$ cat src/rtl/ap_ctrl_pkg.sv
// Shared types and default widths for the ap_ctrl sequencer.
package ap_ctrl_pkg;

  localparam int CNT_W_DEFAULT       = 16;
  localparam int LAT_W_DEFAULT       = 32;
  localparam int TIMEOUT_CYC_DEFAULT = 1000000;

  // Sequencer states: IDLE waits for a command, START drives ap_start,
  // WAIT_DONE holds one outstanding transaction, FINISH holds the result.
  typedef enum logic [1:0] {
    IDLE      = 2'd0,
    START     = 2'd1,
    WAIT_DONE = 2'd2,
    FINISH    = 2'd3
  } seq_state_t;

endpackage

$ cat src/rtl/sat_counter.sv
// Up-counter with synchronous clear that sticks at all-ones instead of wrapping.
module sat_counter #(
  parameter int W = 32
) (
  input  logic         clock,
  input  logic         reset,
  input  logic         clr,
  input  logic         en,
  output logic [W-1:0] count
);

  logic [W-1:0] count_reg;

  // Count enabled cycles; clear wins over enable, saturate at all-ones.
  always_ff @(posedge clock) begin
    if (reset || clr) begin
      count_reg <= '0;
    end else if (en && !(&count_reg)) begin
      count_reg <= count_reg + W'(1);
    end
  end

  assign count = count_reg;

endmodule

$ cat src/rtl/ap_ctrl_sequencer.sv
// Drives an HLS-style ap_start/ap_ready/ap_done kernel through a run of
// cfg_num_trans transactions, one outstanding at a time, and reports
// per-transaction latency and total run cycles.
// Optional feature: define SEQ_WATCHDOG_EN to add the timeout port and a
// per-transaction watchdog that aborts the run into FINISH.
module ap_ctrl_sequencer
  import ap_ctrl_pkg::*;
#(
  parameter int CNT_W       = CNT_W_DEFAULT,
  parameter int LAT_W       = LAT_W_DEFAULT,
  parameter int TIMEOUT_CYC = TIMEOUT_CYC_DEFAULT
) (
  input  logic             clock,
  input  logic             reset,
  input  logic             cmd_start,
  input  logic [CNT_W-1:0] cfg_num_trans,
  output logic             ap_start,
  input  logic             ap_ready,
  input  logic             ap_done,
  output logic             busy,
  output logic             finish,
  output logic [CNT_W-1:0] trans_count,
  output logic [LAT_W-1:0] last_latency,
  output logic [LAT_W-1:0] max_latency,
  output logic [LAT_W-1:0] total_cycles
`ifdef SEQ_WATCHDOG_EN
  ,
  output logic             timeout
`endif
);

  // Counter slots in the generated counter bank.
  localparam int CNT_TXN   = 0;  // cycles spent in the current transaction
  localparam int CNT_TOTAL = 1;  // cycles spent busy in the current run

  seq_state_t       state_reg, state_next;
  logic [CNT_W-1:0] num_trans_reg;
  logic [CNT_W-1:0] trans_count_reg;
  logic [LAT_W-1:0] last_lat_reg;
  logic [LAT_W-1:0] max_lat_reg;
  logic [LAT_W-1:0] lat_now;
  logic [LAT_W-1:0] cnt_val [2];
  logic [1:0]       cnt_clr;
  logic [1:0]       cnt_en;
  logic             run_active;
  logic             start_acc;
  logic             done_evt;
  logic             done_ok;
  logic             last_txn;
  logic             wd_fire;

  assign run_active = (state_reg == START) || (state_reg == WAIT_DONE);
  assign start_acc  = cmd_start && ((state_reg == IDLE) || (state_reg == FINISH));
  // Ready and done together in START is a complete transaction.
  assign done_evt   = ((state_reg == START) && ap_ready && ap_done) ||
                      ((state_reg == WAIT_DONE) && ap_done);
  assign done_ok    = done_evt && !wd_fire;
  assign last_txn   = (trans_count_reg + CNT_W'(1)) == num_trans_reg;

  // The transaction counter reads 0 in the first START cycle, so the
  // inclusive latency in the done cycle is one more, saturated.
  assign lat_now = (&cnt_val[CNT_TXN]) ? cnt_val[CNT_TXN] : cnt_val[CNT_TXN] + LAT_W'(1);

`ifdef SEQ_WATCHDOG_EN
  localparam logic [LAT_W-1:0] WD_LIMIT = LAT_W'(TIMEOUT_CYC);
  logic timeout_reg;

  // Inclusive transaction latency has gone past the limit.
  assign wd_fire = run_active && (cnt_val[CNT_TXN] >= WD_LIMIT);

  // Sticky watchdog flag, cleared only by reset.
  always_ff @(posedge clock) begin
    if (reset) begin
      timeout_reg <= 1'b0;
    end else if (wd_fire) begin
      timeout_reg <= 1'b1;
    end
  end

  assign timeout = timeout_reg;
`else
  assign wd_fire = 1'b0;
`endif

  assign cnt_clr[CNT_TXN]   = !run_active || done_ok;
  assign cnt_en[CNT_TXN]    = run_active;
  assign cnt_clr[CNT_TOTAL] = start_acc;
  assign cnt_en[CNT_TOTAL]  = run_active;

  genvar gi;
  generate
    for (gi = 0; gi < 2; gi++) begin : g_cnt
      sat_counter #(.W(LAT_W)) u_cnt (
        .clock (clock),
        .reset (reset),
        .clr   (cnt_clr[gi]),
        .en    (cnt_en[gi]),
        .count (cnt_val[gi])
      );
    end
  endgenerate

  // State register.
  always_ff @(posedge clock) begin
    if (reset) begin
      state_reg <= IDLE;
    end else begin
      state_reg <= state_next;
    end
  end

  // Next-state logic; watchdog abort beats a coincident ap_done.
  always_comb begin
    state_next = state_reg;
    case (state_reg)
      IDLE, FINISH: begin
        if (cmd_start) begin
          state_next = (cfg_num_trans == '0) ? FINISH : START;
        end
      end
      START: begin
        if (wd_fire) begin
          state_next = FINISH;
        end else if (ap_ready) begin
          if (ap_done) begin
            state_next = last_txn ? FINISH : START;
          end else begin
            state_next = WAIT_DONE;
          end
        end
      end
      WAIT_DONE: begin
        if (wd_fire) begin
          state_next = FINISH;
        end else if (ap_done) begin
          state_next = last_txn ? FINISH : START;
        end
      end
      default: state_next = IDLE;
    endcase
  end

  // Run bookkeeping: latch the count on a new run, tally completed transactions.
  always_ff @(posedge clock) begin
    if (reset) begin
      num_trans_reg   <= '0;
      trans_count_reg <= '0;
      last_lat_reg    <= '0;
      max_lat_reg     <= '0;
    end else if (start_acc) begin
      num_trans_reg   <= cfg_num_trans;
      trans_count_reg <= '0;
      last_lat_reg    <= '0;
      max_lat_reg     <= '0;
    end else if (done_ok) begin
      trans_count_reg <= trans_count_reg + CNT_W'(1);
      last_lat_reg    <= lat_now;
      if (lat_now > max_lat_reg) begin
        max_lat_reg <= lat_now;
      end
    end
  end

  assign ap_start     = (state_reg == START);
  assign busy         = run_active;
  assign finish       = (state_reg == FINISH);
  assign trans_count  = trans_count_reg;
  assign last_latency = last_lat_reg;
  assign max_latency  = max_lat_reg;
  assign total_cycles = cnt_val[CNT_TOTAL];

endmodule

$ cat config.mk
export PLATFORM = sky130hd
export DESIGN_NAME = ap_ctrl_sequencer
export DESIGN_NICKNAME = d
export VERILOG_FILES = /design/src/rtl/ap_ctrl_pkg.sv /design/src/rtl/sat_counter.sv /design/src/rtl/ap_ctrl_sequencer.sv
export SDC_FILE = /design/constraint.sdc
export NUM_CORES = 1
export LEC_CHECK = 0
export CAP_MARGIN = 30
export CELL_PAD_IN_SITES_DETAIL_PLACEMENT = 0
export CELL_PAD_IN_SITES_GLOBAL_PLACEMENT = 1
export CORE_UTILIZATION = 45
export CTS_BUF_LIST = sky130_fd_sc_hd__clkbuf_8
export CTS_CLUSTER_DIAMETER = 80
export DETAILED_ROUTE_END_ITERATION = 7
export PLACE_DENSITY_LB_ADDON = 0.1
export REMOVE_ABC_BUFFERS = 1
export SYNTH_ARGS = -nofsm -noshare
export SYNTH_HDL_FRONTEND = slang
export SYNTH_SLANG_ARGS = --single-unit
$ cat constraint.sdc
create_clock -name clock -period 6.65 [get_ports clock]
set_clock_uncertainty 0.05 [all_clocks]
set_input_delay 0.9975 -clock clock [delete_from_list [all_inputs] [get_ports clock]]
set_output_delay 0.9975 -clock clock [all_outputs]
set_load 0.005 [all_outputs]
==> results.md, run 1 <==
| Item | Value | Unit |
| --- | --- | --- |
| Grt total ovfl | 0 | - |
| Launching element type of the critical path | register | - |
| Number of sinks on the clock net | 162 | - |
| Post-route DRC | 0 | - |
| Maximum net fanout on the critical path | 17 | - |
| GRT Util Overall | 23.54 | % |
| Post-CTS setup-driven buffer insertion count | 0 | - |
| Setup Viol. Count Final | 0 | - |
| Router iterations before antenna repair | 5 | - |
| Clock slew seen by the registers of the worst setup and hold paths | 0.08 | ns |
| Hold Path Origin | last_latency[18]$_SDFFE_PP0P_ | - |
| Launching element of the worst setup path | g_cnt[0].u_cnt.count[7]$_SDFFE_PP0P_ | - |
| Via count of the first global-routing pass | 7001 | - |
| RSZ-0062 raised after global routing | false | - |
| Transition time of the tightest slew-check pin | 0.8318 | ns |
| Final hold violations | 0 | - |
| Internal power component | 2.106 | mW |
| Fraction of power consumed by sequential logic | 34.2 | % |
| Count of instances resized after the clock tree is built | 0 | - |
| Required time at the worst-slack endpoint | 6.97 | ns |
| Worst setup path category | register to register | - |
| Post-synthesis instance area | 0.008562 | mm² |
| Wirelength, routed | 22430 | µm |
| Wire length of the first global-routing pass | 36600 | µm |
| EDFF count, synth | 0 | - |
| Tightest hold margin | 0.4065 | ns |
| Total negative slack for setup checks | 0 | ns |
| Vias after detailed routing | 7427 | - |
| Net load switching power | 1.722 | mW |
| Fraction of layout cells with a size suffix above 1 | 6.848 | % |
| Buffer depth of the longest clock path | 2 | - |
| Overall die width | 139.9 | µm |
| Number of diodes added for antenna fixing | 0 | - |
| Number of standard cells after synthesis | 1041 | - |
| Maximum number of pins on one net before global-route repair | 62 | - |
| Placement Cell Area | 0.009866 | mm² |
| Average detailed-routed wire length per instance | 16.34 | µm |
| Number of antenna violations at the first check in global routing | 0 | - |
| Die Ht | 139.9 | µm |
| PwrDens | 374.6 | mW/mm² |
| Share of power burned in the clock network | 17.5 | % |
| Post-layout power | 3.828 | mW |
| Count of state elements after synthesis | 162 | - |
| Static Leak | 3.661 | nW |
| Max frequency | 0.2200 | GHz |
| CTS H-tree lvls | 4 | - |
| TritonCTS Buffers | 17 | - |
| Hold bufs inserted after CTS | 0 | - |
| CP Data Arrival Time | 4.86 | ns |
| Switching power as a share of total power | 44.99 | % |
| Number of top-level pins | 136 | - |
| Biggest area contributors in the synthesized netlist | sky130_fd_sc_hd__dfxtp_1, sky130_fd_sc_hd__a21oi_1, sky130_fd_sc_hd__ha_1 | - |
| Area leader, netlist | sky130_fd_sc_hd__dfxtp_1 | - |
| Path type of the worst min-delay path | register to register | - |
| Final Net Count | 1186 | - |
| Reg2reg setup slack | 2.10 | ns |
| Yosys top cell area share | 37.88 | % |
| Vias/cell | 5.409 | - |
| Final max-slew violation count | 0 | - |
| Placeable core area | 0.01871 | mm² |
| DR iter-0 viols | 321 | - |
| Final period utilization | 68.36 | % |
| Status | completed | - |
| Post-layout min period | 4.546 | ns |
| Die ar. | 0.01958 | mm² |
| CTS tree | yes | - |
| Reg-to-reg startpoint | g_cnt[0].u_cnt.count[7]$_SDFFE_PP0P_ | - |
| Post-synthesis area per instance | 8.225 | µm² |
| Dominant register cell in the synthesized netlist | sky130_fd_sc_hd__dfxtp_1 | - |
| Clk Tree Root Cell | sky130_fd_sc_hd__clkbuf_8 | - |
| Combinational power share | 48.4 | % |
| Number of cells on the worst hold path | 2 | - |
| Hold EP | last_latency[18]$_SDFFE_PP0P_ | - |
| Routability-driven placement congestion ratio | 0.8541 | - |
| Number of maximum-capacitance constraint violations | 0 | - |
| Number of warnings issued by yosys | 0 | - |
| Area added between synthesis and finish | 19.36 | % |
| Non-Filler Cell Area, Final | 0.01022 | mm² |
| Crit path capture type | register | - |
| HPWL reported at the end of detailed placement | 15980 | µm |
| Final core utilization | 54.64 | % |
| VDD IR max | 0.4530 | mV |
| Row count | 50 | - |
| Worst slew margin relative to its limit | 44.12 | % |
| Share of flip-flops with an asynchronous set or reset | 0 | % |
| RR Endpoint | max_latency[9]$_SDFFE_PP0P_ | - |
| Number of I/O port buffers | 135 | - |
| Largest register FFs | 64 | - |
| Effective utilization at floorplan | 45.77 | % |
| DRT antenna net count | 0 | - |
| Sequential-to-total area share from yosys stat | 37.88 | % |
| Post-synth cell types | 67 | - |
| Clock latency on the worst-skew pair | 0.47 | ns |
| Depth of the worst register-to-register path | 14 | - |
[worst max path at each step]
stage / end / slack, ns
after floorplan: max_latency[10]$_SDFFE_PP0P_ / 2.13
after global placement: max_latency[4]$_SDFFE_PP0P_ / 2.26
after detailed placement: max_latency[9]$_SDFFE_PP0P_ / 2.18
after CTS: max_latency[9]$_SDFFE_PP0P_ / 2.16
after global routing: max_latency[6]$_SDFFE_PP0P_ / 1.76
final: max_latency[9]$_SDFFE_PP0P_ / 2.10
[per-layer routing]
| metal | part of all wire, % | GRT usage [%] | vias up |
|---|---|---|---|
| met4 | 0.96 | 6.073 | 0 |
| met2 | 46 | 38.47 | 165 |
| met5 | 0 | 0 | - |
| met3 | 5.2 | 5.402 | 18 |
| met1 | 48 | 31.24 | 3475 |
| li1 | - | - | 3769 |
[cell usage in the layout, fill, tap and decap left out, types with 12 or more instances in the layout]
master	count
sky130_fd_sc_hd__nand3_1	49
sky130_fd_sc_hd__a211oi_1	16
sky130_fd_sc_hd__ha_1	38
sky130_fd_sc_hd__a21oi_1	104
sky130_fd_sc_hd__nor3_1	17
sky130_fd_sc_hd__nand2_1	109
sky130_fd_sc_hd__o31ai_1	13
sky130_fd_sc_hd__nor2_1	100
sky130_fd_sc_hd__dfxtp_1	162
sky130_fd_sc_hd__or3_1	12
sky130_fd_sc_hd__buf_4	12
sky130_fd_sc_hd__clkdlybuf4s50_1	135
sky130_fd_sc_hd__nand4_1	37
sky130_fd_sc_hd__inv_1	55
sky130_fd_sc_hd__o21ai_0	30
sky130_fd_sc_hd__xor2_1	37
sky130_fd_sc_hd__xnor2_1	52
sky130_fd_sc_hd__and3_1	19
sky130_fd_sc_hd__clkbuf_8	19
[through the flow]
stage          cells  setup WS [ns]
2_1_floorplan    960          2.133
3_3_place_gp    1340          2.257
3_5_place_dp    1342          2.179
4_1_cts         1373          2.163
5_1_grt         1373          1.764
6_report        1373          2.104
[cells in the mapped netlist (30+ instances only)]
library cell / instances
sky130_fd_sc_hd__a21oi_1: 104
sky130_fd_sc_hd__o21ai_0: 30
sky130_fd_sc_hd__ha_1: 38
sky130_fd_sc_hd__nand3_1: 49
sky130_fd_sc_hd__xnor2_1: 52
sky130_fd_sc_hd__inv_1: 54
sky130_fd_sc_hd__nor2_1: 100
sky130_fd_sc_hd__nand2_1: 109
sky130_fd_sc_hd__xor2_1: 37
sky130_fd_sc_hd__nand4_1: 37
sky130_fd_sc_hd__dfxtp_1: 162
sky130_fd_sc_hd__buf_4: 35
[final cells by class]
| cell class | instances | area (µm²) |
|---|---|---|
| multi-input cells | 744 | 4658 |
| repair buffers | 148 | 1469 |
| fillers | 1818 | 8486 |
| clock inverters | 12 | 92.59 |
| clock buffers | 19 | 261.5 |
| well taps | 234 | 292.8 |
| inverters | 54 | 202.7 |
| flip-flops and latches | 162 | 3243 |
[power groups by stage]
stage | Clock [mW] | Sequential, mW | Combinational, mW
final | 0.669 | 1.31 | 1.85
after global routing | 0.728 | 1.34 | 2.04
after CTS | 0.694 | 1.31 | 1.85
after detailed placement | 0 | 1.33 | 1.83
after global placement | 0 | 1.32 | 1.80
after floorplan | 0 | 1.29 | 1.13
[worst max-delay path, cell delays in order, from the launching register on]
cell and delay (ns):
sky130_fd_sc_hd__dfxtp_1 0.48, sky130_fd_sc_hd__nand4_1 0.20, sky130_fd_sc_hd__nor3_2 0.63, sky130_fd_sc_hd__nand2_1 0.14
sky130_fd_sc_hd__xor2_1 0.31, sky130_fd_sc_hd__nand2_1 0.19, sky130_fd_sc_hd__ha_1 0.35, sky130_fd_sc_hd__a21o_1 0.11
sky130_fd_sc_hd__a211oi_1 0.06, sky130_fd_sc_hd__o21a_1 0.19, sky130_fd_sc_hd__o41ai_2 0.48, sky130_fd_sc_hd__or3_1 0.59
sky130_fd_sc_hd__buf_4 0.35, sky130_fd_sc_hd__a21oi_1 0.09, sky130_fd_sc_hd__a211oi_1 0.24
[cells by family after synthesis]
| group | synth area share [%] |
|---|---|
| flops | 37.88 |
| compound gates | 14.96 |
| mux | 0.8476 |
| buf+inv | 7.818 |
| simple gates | 23.64 |
| xor+xnor | 9.294 |
| fa+ha+maj | 5.553 |
(Power assumes the default switching activity.)
==> run 2, diff against run 1 <==
Settings changed: CORE_UTILIZATION 45 to 37.
Clock period 6.65 ns to 4.1 ns, I/O delays scaled along.
==> run 2 against run 1 <==
  * Routed wire length up 8.9%
  * Non-clock buffer count increased by 26
  * Via count increased by 2.5%
  * Register-to-register slack worse by 1.9 ns
  * Largest power group unchanged
  * Sequential power grew 62%
==> results.md, run 2 (same netlist as run 1, synthesis figures left out) <==
| Item | Value | Unit | vs previous |
| --- | --- | --- | --- |
| Status | completed | - |  |
| Post-layout power | 6.687 | mW | +75% |
| Final hold violations | 0 | - | unchanged |
| Total negative slack for setup checks | 0 | ns | unchanged |
| Placement Cell Area | 0.01012 | mm² | +2.6% |
| DR iter-0 viols | 477 | - | +49% |
| Wirelength, routed | 24440 | µm | +8.9% |
| VDD IR max | 0.7220 | mV | +59% |
| Die ar. | 0.02375 | mm² | +21% |
| Worst setup path category | register to register | - |  |
| Final max-slew violation count | 0 | - | unchanged |
| Required time at the worst-slack endpoint | 4.39 | ns | -2.58 ns |
| Largest stage delay, worst path | 0.45 | ns | -0.18 ns |
| Clock latency on the worst-skew pair | 0.46 | ns | about the same |
| Number of sinks on the clock net | 162 | - | unchanged |
| Final Net Count | 1212 | - | +2.2% |
| Router iterations before antenna repair | 5 | - | unchanged |
| RSZ-0062 raised after global routing | false | - |  |
| Top cell family by delay on the critical path | simple AND/OR/NAND/NOR gates | - |  |
| Most common cell after layout, fill and taps aside | sky130_fd_sc_hd__dfxtp_1 | - |  |
| Vias/cell | 5.245 | - | -3.0% |
| Commonest cells after routing, fill and taps aside | sky130_fd_sc_hd__dfxtp_1, sky130_fd_sc_hd__clkdlybuf4s50_1, sky130_fd_sc_hd__nand2_1 | - |  |
| TritonCTS Buffers | 17 | - | unchanged |
| Transition time of the tightest slew-check pin | 0.6593 | ns | -0.1726 ns |
| Routability-driven placement congestion ratio | 0.8399 | - | -1.7% |
| Non-Filler Cell Area, Final | 0.01062 | mm² | +3.9% |
| Post-route DRC | 0 | - | unchanged |
| CP Data Arrival Time | 4.18 | ns | -0.68 ns |
| Buffer depth of the longest clock path | 2 | - | unchanged |
| Static Leak | 3.855 | nW | +5.3% |
| Final period utilization | 94.80 | % | +26 points |
| Crit path capture type | register | - |  |
| Row count | 55 | - | +10% |
| Number of top-level pins | 136 | - | unchanged |
| GRT Util Overall | 21.11 | % | -2.4 points |
| Worst path cell trace | and3_1, nand4_1, nor4_2, buf_4, mux2i_2, inv_1, ha_1, nand4_1, inv_1, a221oi_2, o41ai_4, or3_1, buf_4, a21oi_1, a211oi_2 | - |  |
| Die Ht | 154.1 | µm | +10% |
| Placeable core area | 0.02264 | mm² | +21% |
| Vias after detailed routing | 7611 | - | +2.5% |
| Largest register FFs | 64 | - | unchanged |
| Launching element type of the critical path | register | - |  |
| Fraction of layout cells with a size suffix above 1 | 9.777 | % | +2.9 points |
| Via count of the first global-routing pass | 7294 | - | +4.2% |
| PwrDens | 629.5 | mW/mm² | +68% |
| Post-layout min period | 3.887 | ns | -0.6593 ns |
| Average detailed-routed wire length per instance | 16.84 | µm | +3.1% |
| Number of maximum-capacitance constraint violations | 0 | - | unchanged |
| Tightest hold margin | 0.4083 | ns | +0.001871 ns |
| Cell type of the slowest stage on the worst timing path | sky130_fd_sc_hd__dfxtp_1 | - |  |
| Grt total ovfl | 0 | - | unchanged |
| Number of diodes added for antenna fixing | 0 | - | unchanged |
| Number of I/O port buffers | 135 | - | unchanged |
| Path type of the worst min-delay path | register to register | - |  |
| Number of antenna violations at the first check in global routing | 0 | - | unchanged |
| Maximum number of pins on one net before global-route repair | 49 | - | -21% |
| Max frequency | 0.2573 | GHz | +17% |
| Setup Viol. Count Final | 0 | - | unchanged |
| Critical path buffers and inverters | 4 | - | +3 |
| Wire length of the first global-routing pass | 39440 | µm | +7.7% |
| CTS tree | yes | - |  |
| Overall die width | 154.1 | µm | +10% |
| Maximum net fanout on the critical path | 25 | - | +8 |
| CTS H-tree lvls | 4 | - | unchanged |
| DRT antenna net count | 0 | - | unchanged |
| HPWL reported at the end of detailed placement | 17710 | µm | +11% |
| Clk Tree Root Cell | sky130_fd_sc_hd__clkbuf_8 | - |  |
| Clock slew seen by the registers of the worst setup and hold paths | 0.09 | ns | about the same |
| Area added between synthesis and finish | 24.05 | % |  |
| Worst slew margin relative to its limit | 55.94 | % | +12 points |
| Effective utilization at floorplan | 37.82 | % | -8.0 points |
==> run 2: cell count changes in the layout (fill, tap and decap cells not counted), sizes merged <==
cell	delta
clkinv	-5
clkbuf	+2
clkinvlp	-2
buf	+26
inv	+5
bufinv	+1
==> run 2: what timing repair did <==
| item | in CTS | in global routing |
|---|---|---|
| setup endpoints to repair | 0 | 32 |
| gates resized for setup | 0 | 11 |
| setup buffers | 0 | 1 |
| hold buffers | 0 | 0 |
==> run 2: power breakdown <==
part	total, mW	internal [mW]	switching, mW
Combinational	3.29	1.25	2.04
Clock	1.28	0.623	0.654
Sequential	2.12	1.84	0.284
Total	6.69	3.71	2.98
==> run 2: worst paths after layout <==
kind / start / endpoint / slack, ns / cells after the start
worst max-delay path: g_cnt[0].u_cnt.count[27]$_SDFFE_PP0P_ / max_latency[1]$_SDFFE_PP0P_ / 0.21 / 15
worst min-delay path: last_latency[24]$_SDFFE_PP0P_ / last_latency[24]$_SDFFE_PP0P_ / 0.41 / 2
worst max register to register: g_cnt[0].u_cnt.count[27]$_SDFFE_PP0P_ / max_latency[1]$_SDFFE_PP0P_ / 0.21 / 15
worst min register to register: last_latency[24]$_SDFFE_PP0P_ / last_latency[24]$_SDFFE_PP0P_ / 0.41 / 2
==> run 2: layout make-up <==
| cell class | count | area [µm²] |
|---|---|---|
| inverters | 54 | 202.7 |
| flip-flops and latches | 162 | 3246 |
| multi-input cells | 744 | 4720 |
| clock inverters | 11 | 138.9 |
| clock buffers | 21 | 289.0 |
| well taps | 285 | 356.6 |
| repair buffers | 174 | 1669 |
| fillers | 2313 | 12020 |
==> run 2: per-stage QoR <==
step / utilization, % / instances / setup WS (ns)
4_1_cts: 46.60 / 1450 / 0.02841
2_1_floorplan: - / 960 / -0.4167
3_3_place_gp: 44.71 / 1418 / 0.08528
5_1_grt: 46.91 / 1451 / 0.006883
3_5_place_dp: 44.71 / 1418 / 0.04075
6_report: 46.91 / 1451 / 0.2132
==> run 2: routing by layer <==
layer	up-vias	GRT usage, %	part of all wire (%)
met5	-	0	0
met4	0	5.095	0.93
met3	18	4.453	4.9
met2	174	33.72	46
met1	3591	28.89	48
li1	3828	-	-
==> run 2: tightest hold or removal path, stage by stage, from the launching register on <==
cell	delay, ns
sky130_fd_sc_hd__dfxtp_1	0.32
sky130_fd_sc_hd__nand2_1	0.05
sky130_fd_sc_hd__a21oi_1	0.05
